===== src/rtl/fetch_redirect_ctrl_pkg.sv =====
// Shared types for the fetch redirect controller: prediction-queue entry,
// FSM state encoding and the sequential next-PC helper.
package fetch_redirect_ctrl_pkg;

  localparam int FQ_DEPTH = 4;
  localparam int PC_W     = 16;

  typedef struct packed {
    logic [PC_W-1:0] pc;
    logic [PC_W-1:0] pred_next;
    logic            pred_hit;
  } fq_entry_t;

  typedef enum logic [0:0] {
    BOOT = 1'b0,
    RUN  = 1'b1
  } fetch_state_t;

  // Fall-through address; wraps 0xFFFE -> 0x0000 naturally.
  function automatic logic [PC_W-1:0] pc_plus2(input logic [PC_W-1:0] pc);
    return pc + PC_W'(2);
  endfunction

endpackage


===== src/rtl/fetch_redirect_ctrl_if.sv =====
// Bundle of BTB, fetch-datapath and EX branch-unit signals seen by the
// redirect controller. slave = controller, master = surrounding pipeline.
interface fetch_redirect_ctrl_if #(
  parameter int CNT_W = 16
);
  import fetch_redirect_ctrl_pkg::*;

  logic             i_stall;
  logic [PC_W-1:0]  i_fetch_pc;
  logic             i_pred_valid;
  logic [PC_W-1:0]  i_pred_target;
  logic             i_ex_valid;
  logic             i_ex_is_cf;
  logic             i_ex_taken;
  logic [PC_W-1:0]  i_ex_target;

  logic [PC_W-1:0]  o_pc_next;
  logic             o_pc_we;
  logic             o_if_id_valid;
  logic             o_flush;
  logic             o_btb_we;
  logic [PC_W-1:0]  o_btb_pc;
  logic [PC_W-1:0]  o_btb_target;
  logic             o_btb_set;
  logic [CNT_W-1:0] o_mispredicts;
  logic [CNT_W-1:0] o_branches;
  logic             o_underflow;

  modport master (
    output i_stall, i_fetch_pc, i_pred_valid, i_pred_target,
           i_ex_valid, i_ex_is_cf, i_ex_taken, i_ex_target,
    input  o_pc_next, o_pc_we, o_if_id_valid, o_flush,
           o_btb_we, o_btb_pc, o_btb_target, o_btb_set,
           o_mispredicts, o_branches, o_underflow
  );

  modport slave (
    input  i_stall, i_fetch_pc, i_pred_valid, i_pred_target,
           i_ex_valid, i_ex_is_cf, i_ex_taken, i_ex_target,
    output o_pc_next, o_pc_we, o_if_id_valid, o_flush,
           o_btb_we, o_btb_pc, o_btb_target, o_btb_set,
           o_mispredicts, o_branches, o_underflow
  );

endinterface


===== src/rtl/fetch_pred_fifo.sv =====
// In-order prediction queue: circular buffer with wrap-bit pointers.
// clear wins over push and pop; push while full is only taken with a pop.
module fetch_pred_fifo
  import fetch_redirect_ctrl_pkg::*;
#(
  parameter int DEPTH = FQ_DEPTH
) (
  input  logic      clk,
  input  logic      reset,
  input  logic      push_i,
  input  fq_entry_t push_data_i,
  input  logic      pop_i,
  input  logic      clear_i,
  output logic      full_o,
  output logic      empty_o,
  output fq_entry_t head_o
);

  localparam int AW = $clog2(DEPTH);
  localparam int PW = AW + 1;

  fq_entry_t     mem_q [DEPTH];
  logic [PW-1:0] wr_ptr_q, wr_ptr_d;
  logic [PW-1:0] rd_ptr_q, rd_ptr_d;
  logic          do_push, do_pop;

  assign empty_o = (wr_ptr_q == rd_ptr_q);
  assign full_o  = (wr_ptr_q[AW] != rd_ptr_q[AW]) &&
                   (wr_ptr_q[AW-1:0] == rd_ptr_q[AW-1:0]);
  assign head_o  = mem_q[rd_ptr_q[AW-1:0]];

  assign do_pop  = pop_i && !empty_o && !clear_i;
  assign do_push = push_i && (!full_o || do_pop) && !clear_i;

  always_comb begin
    wr_ptr_d = wr_ptr_q;
    rd_ptr_d = rd_ptr_q;
    if (clear_i) begin
      wr_ptr_d = '0;
      rd_ptr_d = '0;
    end else begin
      if (do_push) wr_ptr_d = wr_ptr_q + PW'(1);
      if (do_pop)  rd_ptr_d = rd_ptr_q + PW'(1);
    end
  end

  always_ff @(posedge clk or posedge reset) begin
    if (reset) begin
      wr_ptr_q <= '0;
      rd_ptr_q <= '0;
    end else begin
      wr_ptr_q <= wr_ptr_d;
      rd_ptr_q <= rd_ptr_d;
    end
  end

  // Storage is pure data; validity is carried entirely by the pointers.
  always_ff @(posedge clk) begin
    if (do_push) mem_q[wr_ptr_q[AW-1:0]] <= push_data_i;
  end

endmodule


===== src/rtl/fetch_redirect_ctrl.sv =====
// Fetch sequencing: next-PC select, IF/ID valid gating, mispredict recovery
// against an in-order queue of predictions, BTB maintenance and counters.
module fetch_redirect_ctrl
  import fetch_redirect_ctrl_pkg::*;
#(
  parameter int DEPTH = FQ_DEPTH,
  parameter int CNT_W = 16
) (
  input  logic                 clk,
  input  logic                 reset,
  fetch_redirect_ctrl_if.slave bus
);

  fetch_state_t    state_q, state_d;
  fq_entry_t       head, push_entry;
  logic            q_full, q_empty;
  logic            pop_ok, push_ok, mispredict;
  logic [PC_W-1:0] pred_next, actual;

  logic             btb_we_q, btb_we_d;
  logic             btb_set_q, btb_set_d;
  logic [PC_W-1:0]  btb_pc_q, btb_pc_d;
  logic [PC_W-1:0]  btb_target_q, btb_target_d;
  logic [CNT_W-1:0] mispred_cnt_q, branch_cnt_q;
  logic             underflow_q;

  function automatic logic [CNT_W-1:0] sat_inc(input logic [CNT_W-1:0] v);
    return (&v) ? v : v + CNT_W'(1);
  endfunction

  assign pred_next  = bus.i_pred_valid ? bus.i_pred_target : pc_plus2(bus.i_fetch_pc);
  assign push_entry = '{pc: bus.i_fetch_pc, pred_next: pred_next, pred_hit: bus.i_pred_valid};

  // Resolution of the oldest in-flight instruction
  assign pop_ok     = bus.i_ex_valid && !q_empty;
  assign actual     = (bus.i_ex_is_cf && bus.i_ex_taken) ? bus.i_ex_target : pc_plus2(head.pc);
  assign mispredict = pop_ok && (actual != head.pred_next);

  fetch_pred_fifo #(
    .DEPTH (DEPTH)
  ) u_fifo (
    .clk         (clk),
    .reset       (reset),
    .push_i      (push_ok),
    .push_data_i (push_entry),
    .pop_i       (pop_ok),
    .clear_i     (mispredict),
    .full_o      (q_full),
    .empty_o     (q_empty),
    .head_o      (head)
  );

  always_ff @(posedge clk or posedge reset) begin
    if (reset) state_q <= BOOT;
    else       state_q <= state_d;
  end

  always_comb begin
    state_d = state_q;
    case (state_q)
      BOOT:    state_d = RUN;
      RUN:     state_d = RUN;
      default: state_d = BOOT;
    endcase
  end

  // Redirect outputs; a mispredict overrides stall and queue-full
  always_comb begin
    push_ok           = (state_q == RUN) && !bus.i_stall &&
                        (!q_full || pop_ok) && !mispredict;
    bus.o_flush       = mispredict;
    bus.o_pc_we       = mispredict || push_ok;
    bus.o_pc_next     = '0;
    if (mispredict)   bus.o_pc_next = actual;
    else if (push_ok) bus.o_pc_next = pred_next;
    bus.o_if_id_valid = (state_q == RUN) && bus.o_pc_we && !bus.o_flush;
  end

  always_comb begin
    btb_we_d     = 1'b0;
    btb_set_d    = btb_set_q;
    btb_pc_d     = btb_pc_q;
    btb_target_d = btb_target_q;
    if (pop_ok && bus.i_ex_is_cf) begin
      if (bus.i_ex_taken && mispredict) begin
        btb_we_d     = 1'b1;
        btb_set_d    = 1'b1;
        btb_pc_d     = head.pc;
        btb_target_d = bus.i_ex_target;
      end else if (!bus.i_ex_taken && head.pred_hit) begin
        btb_we_d     = 1'b1;
        btb_set_d    = 1'b0;
        btb_pc_d     = head.pc;
        btb_target_d = '0;
      end
    end
  end

  always_ff @(posedge clk or posedge reset) begin
    if (reset) begin
      btb_we_q      <= 1'b0;
      btb_set_q     <= 1'b0;
      btb_pc_q      <= '0;
      btb_target_q  <= '0;
      mispred_cnt_q <= '0;
      branch_cnt_q  <= '0;
      underflow_q   <= 1'b0;
    end else begin
      btb_we_q     <= btb_we_d;
      btb_set_q    <= btb_set_d;
      btb_pc_q     <= btb_pc_d;
      btb_target_q <= btb_target_d;
      if (mispredict)                mispred_cnt_q <= sat_inc(mispred_cnt_q);
      if (pop_ok && bus.i_ex_is_cf)  branch_cnt_q  <= sat_inc(branch_cnt_q);
      if (bus.i_ex_valid && q_empty) underflow_q   <= 1'b1;
    end
  end

  assign bus.o_btb_we      = btb_we_q;
  assign bus.o_btb_set     = btb_set_q;
  assign bus.o_btb_pc      = btb_pc_q;
  assign bus.o_btb_target  = btb_target_q;
  assign bus.o_mispredicts = mispred_cnt_q;
  assign bus.o_branches    = branch_cnt_q;
  assign bus.o_underflow   = underflow_q;

endmodule


===== src/flat_wrapper.sv =====
// flat-port wrapper written by rule: the top's interface ports become plain ports
module fetch_redirect_ctrl_flat import fetch_redirect_ctrl_pkg::*;
#(
  parameter int DEPTH = FQ_DEPTH,
  parameter int CNT_W = 16
)
  (clk, reset, bus_i_stall, bus_i_fetch_pc, bus_i_pred_valid, bus_i_pred_target, bus_i_ex_valid, bus_i_ex_is_cf, bus_i_ex_taken, bus_i_ex_target, bus_o_pc_next, bus_o_pc_we, bus_o_if_id_valid, bus_o_flush, bus_o_btb_we, bus_o_btb_pc, bus_o_btb_target, bus_o_btb_set, bus_o_mispredicts, bus_o_branches, bus_o_underflow);
  fetch_redirect_ctrl_if #(.CNT_W(CNT_W)) bus_i ();
  input  logic clk;
  input  logic reset;
  input wire logic [$bits(bus_i.i_stall)-1:0] bus_i_stall;
  input wire logic [$bits(bus_i.i_fetch_pc)-1:0] bus_i_fetch_pc;
  input wire logic [$bits(bus_i.i_pred_valid)-1:0] bus_i_pred_valid;
  input wire logic [$bits(bus_i.i_pred_target)-1:0] bus_i_pred_target;
  input wire logic [$bits(bus_i.i_ex_valid)-1:0] bus_i_ex_valid;
  input wire logic [$bits(bus_i.i_ex_is_cf)-1:0] bus_i_ex_is_cf;
  input wire logic [$bits(bus_i.i_ex_taken)-1:0] bus_i_ex_taken;
  input wire logic [$bits(bus_i.i_ex_target)-1:0] bus_i_ex_target;
  output wire logic [$bits(bus_i.o_pc_next)-1:0] bus_o_pc_next;
  output wire logic [$bits(bus_i.o_pc_we)-1:0] bus_o_pc_we;
  output wire logic [$bits(bus_i.o_if_id_valid)-1:0] bus_o_if_id_valid;
  output wire logic [$bits(bus_i.o_flush)-1:0] bus_o_flush;
  output wire logic [$bits(bus_i.o_btb_we)-1:0] bus_o_btb_we;
  output wire logic [$bits(bus_i.o_btb_pc)-1:0] bus_o_btb_pc;
  output wire logic [$bits(bus_i.o_btb_target)-1:0] bus_o_btb_target;
  output wire logic [$bits(bus_i.o_btb_set)-1:0] bus_o_btb_set;
  output wire logic [$bits(bus_i.o_mispredicts)-1:0] bus_o_mispredicts;
  output wire logic [$bits(bus_i.o_branches)-1:0] bus_o_branches;
  output wire logic [$bits(bus_i.o_underflow)-1:0] bus_o_underflow;
  assign bus_i.i_stall = bus_i_stall;
  assign bus_i.i_fetch_pc = bus_i_fetch_pc;
  assign bus_i.i_pred_valid = bus_i_pred_valid;
  assign bus_i.i_pred_target = bus_i_pred_target;
  assign bus_i.i_ex_valid = bus_i_ex_valid;
  assign bus_i.i_ex_is_cf = bus_i_ex_is_cf;
  assign bus_i.i_ex_taken = bus_i_ex_taken;
  assign bus_i.i_ex_target = bus_i_ex_target;
  assign bus_o_pc_next = bus_i.o_pc_next;
  assign bus_o_pc_we = bus_i.o_pc_we;
  assign bus_o_if_id_valid = bus_i.o_if_id_valid;
  assign bus_o_flush = bus_i.o_flush;
  assign bus_o_btb_we = bus_i.o_btb_we;
  assign bus_o_btb_pc = bus_i.o_btb_pc;
  assign bus_o_btb_target = bus_i.o_btb_target;
  assign bus_o_btb_set = bus_i.o_btb_set;
  assign bus_o_mispredicts = bus_i.o_mispredicts;
  assign bus_o_branches = bus_i.o_branches;
  assign bus_o_underflow = bus_i.o_underflow;
  fetch_redirect_ctrl #(.DEPTH(DEPTH), .CNT_W(CNT_W)) u_core (.clk(clk), .reset(reset), .bus(bus_i));
endmodule

===== config.mk =====
export PLATFORM = sky130hd
export DESIGN_NAME = fetch_redirect_ctrl_flat
export DESIGN_NICKNAME = d
export VERILOG_FILES = /design/src/rtl/fetch_redirect_ctrl_pkg.sv /design/src/rtl/fetch_redirect_ctrl_if.sv /design/src/rtl/fetch_pred_fifo.sv /design/src/rtl/fetch_redirect_ctrl.sv /design/src/flat_wrapper.sv
export SDC_FILE = /design/constraint.sdc
export NUM_CORES = 1
export LEC_CHECK = 0
export ABC_AREA = 0
export BUFFER_PORTS_ARGS = -buffer_cell sky130_fd_sc_hd__buf_2
export CORE_MARGIN = 4
export CORE_UTILIZATION = 60
export CTS_BUF_LIST = sky130_fd_sc_hd__clkbuf_4
export CTS_CLUSTER_DIAMETER = 40
export CTS_CLUSTER_SIZE = 12
export DETAILED_ROUTE_END_ITERATION = 6
export PLACE_DENSITY = 0.82
export REMOVE_ABC_BUFFERS = 1
export SLEW_MARGIN = 5
export SYNTH_ARGS = -nofsm -noshare
export SYNTH_HDL_FRONTEND = slang
export SYNTH_SLANG_ARGS = --single-unit
export TNS_END_PERCENT = 20

===== constraint.sdc =====
create_clock -name clk -period 6.9 [get_ports clk]
set_input_delay 1.035 -clock clk [delete_from_list [all_inputs] [get_ports clk]]
set_output_delay 1.035 -clock clk [all_outputs]
set_load 0.02 [all_outputs]

* Yosys cells after proc, flatten, opt, wreduce, memory -nomap -nowiden
Memories as Yosys holds them, arrays and structs flattened. Cells that the tools add are included.
Operators by class: reduce and logical (&&, ||, !) cells 33, div/mod/pow operators 0, $lt $le $gt $ge 0, bitwise logic cells 2, muxes and demuxes 19, equality and inequality tests 4, shift operators 0, add/sub/neg operators 6, multipliers 0
Operator list (number):
- 16-bit two-way mux | 8
- 16-bit by 1-bit adder with 16-bit output, second input constant | 2
- 16-bit by 2-bit adder with 16-bit output, second input constant | 2
- 16-bit AND reduction | 2
- 1-bit logical AND | 17
- 16-bit != test | 1
- 3-bit two-way mux | 4
- 1-bit two-way mux | 7
- 3-bit by 1-bit adder with 3-bit output, second input constant | 2
- 2-bit AND reduction | 3
- 2-bit nonzero test | 3
- 1-bit logical NOT | 5
- 3-bit equality test | 1
- 1-bit logical OR | 3
- 2-bit equality test | 1
- 1-bit inverter | 2
- 1-bit != test | 1
Word-level totals: bits in registers 74, latch bits 0, memories 1, output and inout port bits 86, bits in writable memories 132, memory bits (read-only) 0
Memories:
- u_core.u_fifo.mem_q | depth 4, width 33, rd ports 1, clocked after Yosys merged registers in 0, write ports 1, RTL line fetch_pred_fifo.sv:22 | fq_entry_t mem_q [DEPTH];

* Longest topological paths before layout
An unclocked memory read counts as a cell.
depth after elaboration 12, mapped depth 15, mapped depth without buffers 11

* Cells and area by module
Synthesis repeated with hierarchy kept, for this count alone.
Second synthesis, totals: cells, all modules 764, area, all modules 10212.3 um^2
Modules (own cells, without submodules):
- fetch_pred_fifo | sequential area each 4113.9 um^2, area an instance 5313.8 um^2, times used 1, cells an instance 229
- fetch_redirect_ctrl | sequential area each 1701.6 um^2, area an instance 4898.4 um^2, times used 1, cells an instance 535

* Worst setup path before layout
OpenSTA, ideal clock, no wires.
kind register to register, from register u_core.u_fifo.rd_ptr_q[0], to memory u_core.u_fifo.mem_q[3][0] in the netlist's numbering, enable pin, period minus slack after synthesis 5.201 ns, path buffers 3, data required time 6.477 ns, setup slack 1.699 ns, stages on the path, launching flop included 15, arrival time 4.778 ns, cells stage by stage dfrtp_1 -> buf_6 -> mux4_2 -> ha_1 -> nand2_1 -> o22a_1 -> or4_4 -> a31oi_1 -> a21oi_1 -> or4_4 -> nor4_4 -> buf_6 -> nor2_4 -> buf_6 -> nor2_1
RTL lines:
- start, declared | RTL line fetch_pred_fifo.sv:24 | logic [PW-1:0] rd_ptr_q, rd_ptr_d;
- start signal, assigned | RTL line fetch_pred_fifo.sv:53 | rd_ptr_q <= rd_ptr_d;
- end, declared | RTL line fetch_pred_fifo.sv:22

==> run metrics <==
DR iter-0 viols=496; final worst slack=0.3345 ns; Clock transition at path regs=0.10 ns; Placed Instances=1091; GRT overflow=0; sequential share of the synthesized area=0.5838; final instance area=11290 um2; fin nets=968; setup_tns=0 ns; share of cells above drive strength 1=0.2865; worst hold path stage count=1; area fraction in compound gates after synthesis=0.04170; count of input and output buffers=140; die height=136.9 um; Slew @ Worst Pin=1.001 ns; critical path endpoint category=primary output; Bufs on Longest Clock Path=3; drt pass-1 iters=5; Hold Crit Class=flip-flop to flip-flop; routed vias/inst=5.938; cts bufs inserted=27; Post-CTS Setup Repair Bufs=0; largest net degree at the start of global routing=75; synthesis-to-finish area growth=13.30%; Simple-Gate Fraction of Synth Area=0.1161; pwr/cell area=293.4 nW/um2; filler instances=1109; initial antenna violation count=2; startpoint types=flip-flop; Post-Synthesis Cells=751; DRC=0; Clock Skew=0.03148 ns; Logic pwr share=0.287; period utilisation layout=0.9515; status=completed; gr usage total=0.2587; Setup CP Type=flip-flop to primary output; Routed WL=24.21 mm; root buffer cell=clkbuf_4; Die ar.=18730 um2; crit-path max FO=26; HPWL after DPL=17.08 mm; CTS tree=done; Max Cap Viol=0; sequential share of power=0.495; count of final hold-check violations=0; vias in the first global route=6671; hold_ws=0.4797 ns; Main synth FF type=edfxtp_1; Final Non-Filler Cells=1143; I/O pins=141; Post-CTS Hold Fix Bufs=0; Fmax=152.3 MHz; H-tree levels=1; Mapped Area=9962 um2; largest family of logic cells by synthesized area=multiplexers; Internal Dissipation=0.002156 W; Synth Register Bits=206; DRT antenna net count=0; Tmin final=6.565 ns; Async SR Flop Fraction=0.3592; Syn Area/Cell=13.27 um2; Leak Pwr=4.594 nW; DIE WIDTH=136.9 um; CP Data Arrival Time=5.53 ns; row cnt=46; cts repair resizes=0; initial core utilization=0.6204; RSZ-0062 raised after global routing=false; Avg WL per Cell=21.18 um; adder-cell share of the synthesized area=0.01130; core box area=16060 um2; critical path required time=5.86 ns; leading cell types in the layout, fill and taps excluded=buf_2, edfxtp_1, nand2_1; Net Sw Frac=0.3490; GPL Wtd Cong=0.9601; final slew viol count=0; clock latency on the worst-skew pair=0.65 ns; headroom to the max-slew limit=0.3326; Psw=0.001156 W; dpl ws=0.9752 ns; Yosys warnings=0; Clk network pwr share=0.218; Sinks on Clock Net=206; Yosys cell types=64; count of final setup violators=0; commonest non-fill, non-tap cell in the layout=buf_2; XOR/XNOR share of the synthesized area=0.07385; multiplexer area fraction after synthesis=0.1420; EDFF count, synth=132; Post-DP Area=10900 um2; R2R depth=13; first-pass GRT wire length=36.71 mm; Max IR drop VDD=170.4 uV; via count=6787
[state kept, by name, summed over array words and instances (netlist names)]
signal,count
u_core.bus.o_branches,16
u_core.bus.o_btb_pc,16
u_core.bus.o_btb_set,1
u_core.bus.o_btb_target,16
u_core.bus.o_btb_we,1
u_core.bus.o_mispredicts,16
u_core.bus.o_underflow,1
u_core.state_q,1
u_core.u_fifo.mem_q,132
u_core.u_fifo.rd_ptr_q,3
u_core.u_fifo.wr_ptr_q,3
[logic make-up after synthesis]
family / Yosys count
AND/OR/NAND/NOR: 229
other: 1
AO/OA/AOI/OAI: 65
adder cells (fa/ha/maj): 9
XOR/XNOR: 84
flip-flops: 206
multiplexers: 96
buffers and inverters: 61
[power by group through the flow]
stage / sequential (W) / combinational, W / clock (W)
after global placement: 0.00166 / 0.000924 / 0
after global routing: 0.00166 / 0.00102 / 0.000792
after floorplan: 0.00179 / 0.000455 / 0
after CTS: 0.00164 / 0.000957 / 0.000742
after detailed placement: 0.00166 / 0.000955 / 0
final: 0.00164 / 0.000951 / 0.000722
[stage by stage]
stage	util	power (W)
floorplan	-	0.002245
global placement	0.6787	0.002580
detailed placement	0.6787	0.002620
CTS	0.7026	0.003337
global route	0.7029	0.003471
finish	0.7029	0.003312
[worst max-delay path: stages, from the launching register on]
cell and delay [ns]:
dfrtp_2 0.80, mux4_2 0.43, ha_1 0.23, nand2_1 0.09
o22ai_1 0.32, nand3_1 0.25, o31a_1 0.36, o31ai_1 0.46
xnor2_1 0.28, nor4_4 0.09, buf_4 0.23, nor2_4 0.77
mux2_1 0.40, buf_2 0.16
[final timing paths]
path | from | to | slack, ns
setup reg to reg | u_core.u_fifo.rd_ptr_q[0] | u_core.u_fifo.mem_q[0][13] | 1.38
hold reg to reg | u_core.bus.o_underflow | u_core.bus.o_underflow | 0.48
min in group asynchronous | reset | u_core.bus.o_mispredicts[6] | 0.70
hold / removal | u_core.bus.o_underflow | u_core.bus.o_underflow | 0.48
setup / recovery | u_core.u_fifo.rd_ptr_q[0] | bus_o_pc_next[7] | 0.33
max in group asynchronous | reset | u_core.u_fifo.rd_ptr_q[0] | 5.51
[synth_stat cells (7+ instances only)]
library cell,number,area share
xnor2_1,48,0.042
mux2_2,9,0.010
clkbuf_1,10,0.0038
mux4_2,33,0.075
mux2_1,11,0.012
a21oi_1,17,0.0085
mux2i_1,42,0.042
nor3_1,17,0.0085
xor2_1,36,0.032
edfxtp_1,132,0.40
dfrtp_1,74,0.19
and3_1,13,0.0082
inv_1,30,0.011
nand2_1,80,0.030
nand4_1,13,0.0082
ha_1,9,0.011
nand3_1,33,0.017
o21ai_0,22,0.011
nor2_1,38,0.014
buf_6,7,0.0079
[metal layers]
layer  share of wire  global-route usage
met5               0                   0
met4           0.017             0.06430
met3           0.091             0.04632
met2            0.50              0.4444
met1            0.39              0.3458
[final cells by class]
type,count,area [um2],area share
repair buffers,154,830.8,0.07361
well taps,216,270.3,0.02394
clock inverters,14,113.9,0.01009
flip-flops and latches,206,5817,0.5154
inverters,31,116.4,0.01031
diodes,2,5.005,0.0004434
multi-input cells,484,3864,0.3423
clock buffers,36,270.3,0.02394
Note: power is estimated with default switching activity, not from simulation.
